## src/rtl/serial_bit_feeder_if.sv

```systemverilog
// Word-load handshake and serial output bundle for serial_bit_feeder.
// The producer side is the master; the feeder is the slave.
interface serial_bit_feeder_if #(
  parameter int unsigned WIDTH = 8
);
  logic             load_valid;
  logic [WIDTH-1:0] load_data;
  logic             load_ready;
  logic             sout;
  logic             sout_valid;
  logic             busy;

  modport master (
    output load_valid, load_data,
    input  load_ready, sout, sout_valid, busy
  );

  modport slave (
    input  load_valid, load_data,
    output load_ready, sout, sout_valid, busy
  );
endinterface

```

## src/rtl/serial_bit_feeder.sv

```systemverilog
// Parallel-to-serial feeder: a one-word holding register in front of a shift
// register lets consecutive words stream out one bit per clock without gaps.
module serial_bit_feeder #(
  parameter int unsigned WIDTH     = 8,
  parameter bit          MSB_FIRST = 1'b1
) (
  input  logic                clk,
  input  logic                reset,
  serial_bit_feeder_if.slave  bus
);
  localparam int unsigned     CW       = $clog2(WIDTH) + 1;
  localparam logic [CW-1:0]   CNT_FULL = CW'(WIDTH);
  localparam logic [CW-1:0]   CNT_ONE  = CW'(1);

  typedef enum logic {
    IDLE  = 1'b0,
    SHIFT = 1'b1
  } state_e;

  state_e           state_q, state_d;
  logic [WIDTH-1:0] hold_q, hold_d;
  logic             hold_full_q, hold_full_d;
  logic [WIDTH-1:0] shreg_q, shreg_d;
  logic [CW-1:0]    cnt_q, cnt_d;

  logic             accept;
  logic [WIDTH-1:0] shifted;
  logic             head;

  assign bus.load_ready = !hold_full_q && !reset;
  assign accept         = bus.load_valid && bus.load_ready;

  always_comb begin
    if (MSB_FIRST) begin
      shifted = {shreg_q[WIDTH-2:0], 1'b0};
      head    = shreg_q[WIDTH-1];
    end else begin
      shifted = {1'b0, shreg_q[WIDTH-1:1]};
      head    = shreg_q[0];
    end
  end

  // Accept needs hold empty and transfer needs hold full, so the two
  // updates to hold_full_d below never collide in one cycle.
  always_comb begin
    state_d     = state_q;
    hold_d      = hold_q;
    hold_full_d = hold_full_q;
    shreg_d     = shreg_q;
    cnt_d       = cnt_q;

    if (accept) begin
      hold_d      = bus.load_data;
      hold_full_d = 1'b1;
    end

    unique case (state_q)
      IDLE: begin
        if (hold_full_q) begin
          shreg_d     = hold_q;
          cnt_d       = CNT_FULL;
          hold_full_d = 1'b0;
          state_d     = SHIFT;
        end
      end
      SHIFT: begin
        shreg_d = shifted;
        cnt_d   = cnt_q - CNT_ONE;
        if (cnt_q == CNT_ONE) begin
          if (hold_full_q) begin
            shreg_d     = hold_q;
            cnt_d       = CNT_FULL;
            hold_full_d = 1'b0;
          end else begin
            state_d = IDLE;
          end
        end
      end
      default: state_d = IDLE;
    endcase
  end

  always_ff @(posedge clk) begin
    if (reset) begin
      state_q     <= IDLE;
      hold_q      <= '0;
      hold_full_q <= 1'b0;
      shreg_q     <= '0;
      cnt_q       <= '0;
    end else begin
      state_q     <= state_d;
      hold_q      <= hold_d;
      hold_full_q <= hold_full_d;
      shreg_q     <= shreg_d;
      cnt_q       <= cnt_d;
    end
  end

  assign bus.sout_valid = (state_q == SHIFT);
  assign bus.sout       = (state_q == SHIFT) && head;
  assign bus.busy       = (state_q == SHIFT) || hold_full_q;
endmodule

```

## src/flat_wrapper.sv

```systemverilog
// flat-port wrapper written by rule: the top's interface ports become plain ports
module serial_bit_feeder_flat 
#(
  parameter int unsigned WIDTH     = 8,
  parameter bit          MSB_FIRST = 1'b1
)
  (clk, reset, bus_load_valid, bus_load_data, bus_load_ready, bus_sout, bus_sout_valid, bus_busy);
  serial_bit_feeder_if #(.WIDTH(WIDTH)) bus_i ();
  input  logic clk;
  input  logic reset;
  input wire logic [$bits(bus_i.load_valid)-1:0] bus_load_valid;
  input wire logic [$bits(bus_i.load_data)-1:0] bus_load_data;
  output wire logic [$bits(bus_i.load_ready)-1:0] bus_load_ready;
  output wire logic [$bits(bus_i.sout)-1:0] bus_sout;
  output wire logic [$bits(bus_i.sout_valid)-1:0] bus_sout_valid;
  output wire logic [$bits(bus_i.busy)-1:0] bus_busy;
  assign bus_i.load_valid = bus_load_valid;
  assign bus_i.load_data = bus_load_data;
  assign bus_load_ready = bus_i.load_ready;
  assign bus_sout = bus_i.sout;
  assign bus_sout_valid = bus_i.sout_valid;
  assign bus_busy = bus_i.busy;
  serial_bit_feeder #(.WIDTH(WIDTH), .MSB_FIRST(MSB_FIRST)) u_core (.clk(clk), .reset(reset), .bus(bus_i));
endmodule
```

## config.mk

```make
export PLATFORM = sky130hd
export DESIGN_NAME = serial_bit_feeder_flat
export DESIGN_NICKNAME = d
export VERILOG_FILES = /design/src/rtl/serial_bit_feeder_if.sv /design/src/rtl/serial_bit_feeder.sv /design/src/flat_wrapper.sv
export SDC_FILE = /design/constraint.sdc
export NUM_CORES = 1
export LEC_CHECK = 0
export CAP_MARGIN = 15
export CORE_MARGIN = 2
export CORE_UTILIZATION = 38
export CTS_CLUSTER_SIZE = 12
export DETAILED_ROUTE_END_ITERATION = 10
export SLEW_MARGIN = 30
export SYNTH_ARGS = -nofsm -noshare
export SYNTH_HDL_FRONTEND = slang
export SYNTH_SLANG_ARGS = --single-unit
```

## constraint.sdc

```tcl
create_clock -name clk -period 1.73 [get_ports clk]
set_input_delay 0.346 -clock clk [delete_from_list [all_inputs] [get_ports clk]]
set_output_delay 0.346 -clock clk [all_outputs]
set_load 0.05 [all_outputs]
```

==> impl_metrics.tcl, run 1 <==
set metrics [dict create \
    status "finished, final reports clean" \
    nFillCells 261 \
    die_w_um 54.97 \
    reg2reg_to "u_core.cnt_q[1]$_SDFFE_PP0P_" \
    synthCells 111 \
    clk_pin_slew_worst_paths_ns 0.12 \
    route.detailed.drc 0 \
    drive_gt1_share_pct 16.54 \
    grt_usage_pct 15.10 \
    synth_top_cell_by_area "dfxtp_1" \
    syn_nets 124 \
    rows 18 \
    hold_class "register to register" \
    initial_core_util_pct 39.85 \
    synth_fa_ha_area_share_pct 2.535 \
    grt_pass1_vias 701 \
    yosysMostFrequentCell "dfxtp_1" \
    post-place-ws_ns 0.1730 \
    yosys_most_used_dff "dfxtp_1" \
    cpLargestDelayFamily "buffers and inverters" \
    synthArstFlopShare_pct 0 \
    finalWirelength_um 2027 \
    fin_nets 141 \
    synth_common_cells "dfxtp_1, nand2_1, o22ai_1, a21oi_1" \
    grt_max_degree 14 \
    wl_per_cell_um 12.91 \
    p_per_area_nw_per_um2 1005 \
    ant_nets 0 \
    insertion_delay_ns 0.30 \
    worst_slack_ns 0.1776 \
    synth_edf_count 0 \
    period_share_pct 89.74 \
    synthXorXnorAreaFrac_pct 0.8872 \
    worst-r2r-setup-slack_ns 0.41 \
    reg2regPathDepth 5 \
    cts-buffers-inserted 3 \
    die_h_um 54.97 \
    setup.worst_path.start_class "input pin" \
    synth_compound_area_share_pct 26.24 \
    worstPathMaxFanout 4 \
    startpoint "reset" \
    fin_skew_ns 0.004982 \
    tns_ns 0 \
    post-dp-hpwl_um 1527 \
    multi_input_area_um2 462.9 \
    worstPathCellList "clkdlybuf4s50_1 -> nor2_1 -> buf_12" \
    synthTopCellsByArea "dfxtp_1, o22ai_1, nand2_1" \
    seq_area_um2 441.7 \
    vias_per_cell 5.497 \
    crit_path_top_delay_cell "clkdlybuf4s50_1" \
    gp_congestion 0.8542 \
    grt_antenna_before_repair 0 \
    cp_num_cells 3 \
    worst_ep_arrival_time_ns 1.21 \
    synth.area.mux_share_pct 0 \
    hold_viol 0 \
    r2r_start "u_core.cnt_q[1]$_SDFFE_PP0P_" \
    synthToLayoutAreaGrowth_pct 26.62 \
    cts_max_level 1 \
    max_cap_violations 0 \
    worstMarginPinSlew_ns 0.3700 \
    io_pins 15 \
    p_leak_nw 0.4765 \
    grt_pass1_wl_um 3174 \
    ir_drop_mv 0.4480 \
    fin_crit_ns 1.552 \
    drt_iter0_drc 8 \
    crit_end "bus_load_ready" \
    yosys_warnings 0 \
    ys_types 28 \
    antenna_cells 0 \
    synth_top_family_by_area "compound AO/OA/AOI/OAI gates" \
    die_area_um2 3022 \
    crit_buf_inv 2 \
    yosysTopAreaCellShare_pct 44.61 \
    root_buffer "clkbuf_4" \
    postCtsResizedCells 0 \
    end_kind "output pin" \
    grt_remaining_overflow 0 \
    postCtsSetupBuffers 0 \
    fmax_ghz 0.6441 \
    dr.pass1.iters 4 \
    worstPathRequired_ns 1.38 \
    synth_area_per_cell_um2 8.894 \
    ctsHoldBuffers 0 \
    clkSinkCount 22 \
    yosys.area_share.simple_pct 17.24 \
    setup_viol_count_final 0 \
    place.port_buffers 14 \
    slew_headroom_pct 75.26 \
    rsz0062_at_grt "no" \
    worst-setup-path-type "input pin to output pin" \
    slew_violations 0 \
    coreArea_um2 2477 \
    cts_tree "yes" \
    clock_path_buffers 2 \
    vias 863 \
    ys_ff_latch 22 \
    cpPeakStageDelay_ns 0.48 \
    ys_seq_area_share_pct 44.61 \
    synthesis.area_um2 987.2 \
]
## state kept, by name, summed over array words and instances (netlist names)
signal	count
u_core.shreg_q	8
u_core.hold_q	8
u_core.bus.sout_valid	1
u_core.cnt_q	4
u_core.hold_full_q	1
## cells by family (layout without fill, tap and decap cells)
group,Yosys count,count (layout)
flip-flops,22,22
buffers and inverters,15,31
adder cells (fa/ha/maj),2,2
AND/OR/NAND/NOR,33,33
XOR/XNOR,1,1
AO/OA/AOI/OAI,38,38
## power breakdown
part / internal, mW / total (mW) / switching (mW) / leakage, nW
logic: 0.129 / 0.268 / 0.139 / 0.267
registers: 0.556 / 0.597 / 0.0410 / 0.182
clock network: 0.234 / 0.391 / 0.157 / 0.0279
total: 0.919 / 1.26 / 0.337 / 0.476
## placed cells by master (no fill, tap or decap), drive strengths merged, types with 2 or more instances in the layout
cell type      netlist  layout
a21oi               10      10
and2                 2       2
buf                  6      11
clkbuf               3       3
clkdlybuf4s50        0      10
dfxtp               22      22
ha                   2       2
inv                  6       6
nand2               18      18
nor2                 6       6
nor3                 2       2
o211ai               8       8
o22ai               15      15
## metal layers
layer | vias up | global-route usage, % | wire length (µm)
li1 | 434 | - | -
met1 | 404 | 20.74 | 977
met2 | 23 | 22.42 | 951
met3 | 2 | 3.226 | 84
met4 | 0 | 7.317 | 13
met5 | - | 0 | 0
## final cells by class
class | instances | area share [%]
multi-input cells | 74 | 37.04
flip-flops and latches | 22 | 35.34
repair buffers | 21 | 18.62
well taps | 30 | 3.003
clock inverters | 1 | 2.402
clock buffers | 3 | 1.802
inverters | 6 | 1.802
## worst min path at each step
stage / start / to / slack, ns / depth (start not counted)
2_1_floorplan: u_core.hold_q[0]$_SDFFE_PP0P_ / u_core.hold_q[0]$_SDFFE_PP0P_ / 0.44 / 2
3_3_place_gp: u_core.hold_q[0]$_SDFFE_PP0P_ / u_core.hold_q[0]$_SDFFE_PP0P_ / 0.45 / 2
3_5_place_dp: u_core.hold_q[3]$_SDFFE_PP0P_ / u_core.hold_q[3]$_SDFFE_PP0P_ / 0.45 / 2
4_1_cts: u_core.hold_q[3]$_SDFFE_PP0P_ / u_core.hold_q[3]$_SDFFE_PP0P_ / 0.47 / 2
5_1_grt: u_core.hold_q[5]$_SDFFE_PP0P_ / u_core.hold_q[5]$_SDFFE_PP0P_ / 0.49 / 2
6_report: u_core.hold_q[1]$_SDFFE_PP0P_ / u_core.hold_q[1]$_SDFFE_PP0P_ / 0.47 / 2
## worst min-delay path: stages, from the launching register on
cell     delay, ns
dfxtp_1       0.33
nand2_1       0.05
a21oi_1       0.05
## through the flow
step / cells / hold WS, ns / cell area, µm² / util, % / power [mW]
4_1_cts: 157 / 0.4707 / 1249 / 50.40 / 1.265
5_1_grt: 157 / 0.4918 / 1250 / 50.45 / 1.326
2_1_floorplan: 111 / 0.4365 / 987.2 / - / 0.7815
3_3_place_gp: 153 / 0.4467 / 1196 / 48.28 / 0.8669
6_report: 157 / 0.4669 / 1250 / 50.45 / 1.256
3_5_place_dp: 153 / 0.4513 / 1196 / 48.28 / 0.8754
(Power assumes the default switching activity.)
==> run 2, diff against run 1 <==
Clock period 1.73 ns to 1.75 ns, I/O delays scaled along.
==> run 2 against run 1 <==
Against the previous run: sequential share of layout area increased by 0.40 points; highest routed layer unchanged; design area fell by 1.4%; via count is 0.93% lower; critical path type is now register to output pin; global-route usage is 0.17 points lower; clock skew fell by 0.0033 ns; register-to-register slack better by 0.04 ns; first-iteration DRC count increased by 38%; final cell count unchanged; largest power group unchanged; largest cell class unchanged.
==> impl_metrics.tcl, run 2 (synthesis gave the netlist of run 1 again) <==
set metrics [dict create \
    coreArea_um2 2477 \
    grt_max_degree 13 \
    place.port_buffers 14 \
    die_w_um 54.97 \
    period_share_pct 92.11 \
    crit_path_top_delay_cell "dfxtp_1" \
    synthToLayoutAreaGrowth_pct 24.84 \
    worstPathMaxFanout 10 \
    end_kind "output pin" \
    finalWirelength_um 1957 \
    hold_viol 0 \
    root_buffer "clkbuf_4" \
    postCtsSetupBuffers 0 \
    cts_tree "yes" \
    ctsHoldBuffers 0 \
    tns_ns 0 \
    worstMarginPinSlew_ns 0.3688 \
    route.detailed.drc 0 \
    initial_core_util_pct 39.85 \
    max_cap_violations 0 \
    hold_class "register to register" \
    p_per_area_nw_per_um2 920.9 \
    clk_pin_slew_worst_paths_ns 0.12 \
    grt_usage_pct 14.93 \
    reg_top3 "u_core.hold_q (8), u_core.shreg_q (8), u_core.cnt_q (4)" \
    worstPathCellList "nor2_1 -> inv_2 -> buf_12" \
    slew_headroom_pct 75.34 \
    insertion_delay_ns 0.31 \
    clkSinkCount 22 \
    cts-buffers-inserted 3 \
    gp_congestion 0.8548 \
    grt_pass1_wl_um 3160 \
    dpl_cell_area_um2 1196 \
    fin_skew_ns 0.001700 \
    final_area_um2 1232 \
    rows 18 \
    p_leak_nw 0.4692 \
    grt_antenna_before_repair 0 \
    cpPeakStageDelay_ns 0.49 \
    nFillCells 256 \
    fmax_ghz 0.6204 \
    dr.pass1.iters 4 \
    fin_crit_ns 1.612 \
    ant_nets 0 \
    worst-setup-path-type "register to output pin" \
    wl_per_cell_um 12.46 \
    drive_gt1_share_pct 15.75 \
    die_h_um 54.97 \
    io_pins 15 \
    status "finished, final reports clean" \
    setup.worst_path.start_class "register" \
    cts_max_level 1 \
    vias_per_cell 5.446 \
    grt_remaining_overflow 0 \
    setup_viol_count_final 0 \
    grt_pass1_vias 720 \
    antenna_cells 0 \
    rsz0062_at_grt "no" \
    worst_ep_arrival_time_ns 1.26 \
    die_area_um2 3022 \
    worstPathRequired_ns 1.40 \
    fin_nets 141 \
    ir_drop_mv 0.4901 \
    slew_violations 0 \
    layout_commonest_cell "dfxtp_1" \
    postCtsResizedCells 0 \
    final_cell_mix "dfxtp_1, nand2_1, o22ai_1" \
    vias 855 \
    drt_iter0_drc 11 \
    post-dp-hpwl_um 1460 \
    clock_path_buffers 2 \
]
## run 2: cell count changes in the layout (fill, tap and decap cells not counted), sizes merged
| cell | before | now |
|---|---|---|
| bufinv | 1 | 0 |
| clkbuf | 3 | 4 |
## run 2: final timing paths
check	start	endpoint	slack [ns]	cells past startpoint
setup / recovery	u_core.bus.sout_valid$_SDFF_PP0_	bus_busy	0.14	3
hold / removal	u_core.hold_q[3]$_SDFFE_PP0P_	u_core.hold_q[3]$_SDFFE_PP0P_	0.47	2
setup reg to reg	u_core.cnt_q[1]$_SDFFE_PP0P_	u_core.cnt_q[1]$_SDFFE_PP0P_	0.45	5
hold reg to reg	u_core.hold_q[3]$_SDFFE_PP0P_	u_core.hold_q[3]$_SDFFE_PP0P_	0.47	2
## run 2: where the power goes
part | total, mW | switching [mW] | internal [mW]
clock network | 0.281 | 0.154 | 0.127
registers | 0.589 | 0.0403 | 0.549
logic | 0.265 | 0.137 | 0.128
## run 2: through the flow
step                      power (mW)  setup WS, ns  instances  utilization, %  hold slack, ns
after floorplan               0.7726       0.06472        111               -          0.4365
after global placement        0.8573        0.1924        153           48.28          0.4475
after detailed placement      0.8639        0.1933        153           48.28          0.4513
after CTS                      1.142        0.1316        157           49.75          0.4704
after global routing           1.199       0.02331        157           49.75          0.4887
final                          1.135        0.1381        157           49.75          0.4676
## run 2: per-layer routing
metal / track usage (%) / share of wire, % / vias to the layer above
li1: - / - / 433
met1: 21.07 / 49 / 392
met2: 22.02 / 45 / 25
met3: 2.419 / 4.3 / 5
met4: 7.317 / 1.7 / 0
met5: 0 / 0 / -
## run 2: critical path: cells and delay by family, from the launching register on
kind / cells / cell delay, ns
buf+inv: 2 / 0.36
flops: 1 / 0.49
simple gates: 1 / 0.10
## run 2: cell type report
class	instances	area [µm²]	share of cell area, %
well taps	30	37.54	3.046
repair buffers	21	232.7	18.88
clock buffers	4	36.28	2.944
flip-flops and latches	22	440.4	35.74
multi-input cells	74	462.9	37.56
inverters	6	22.52	1.827
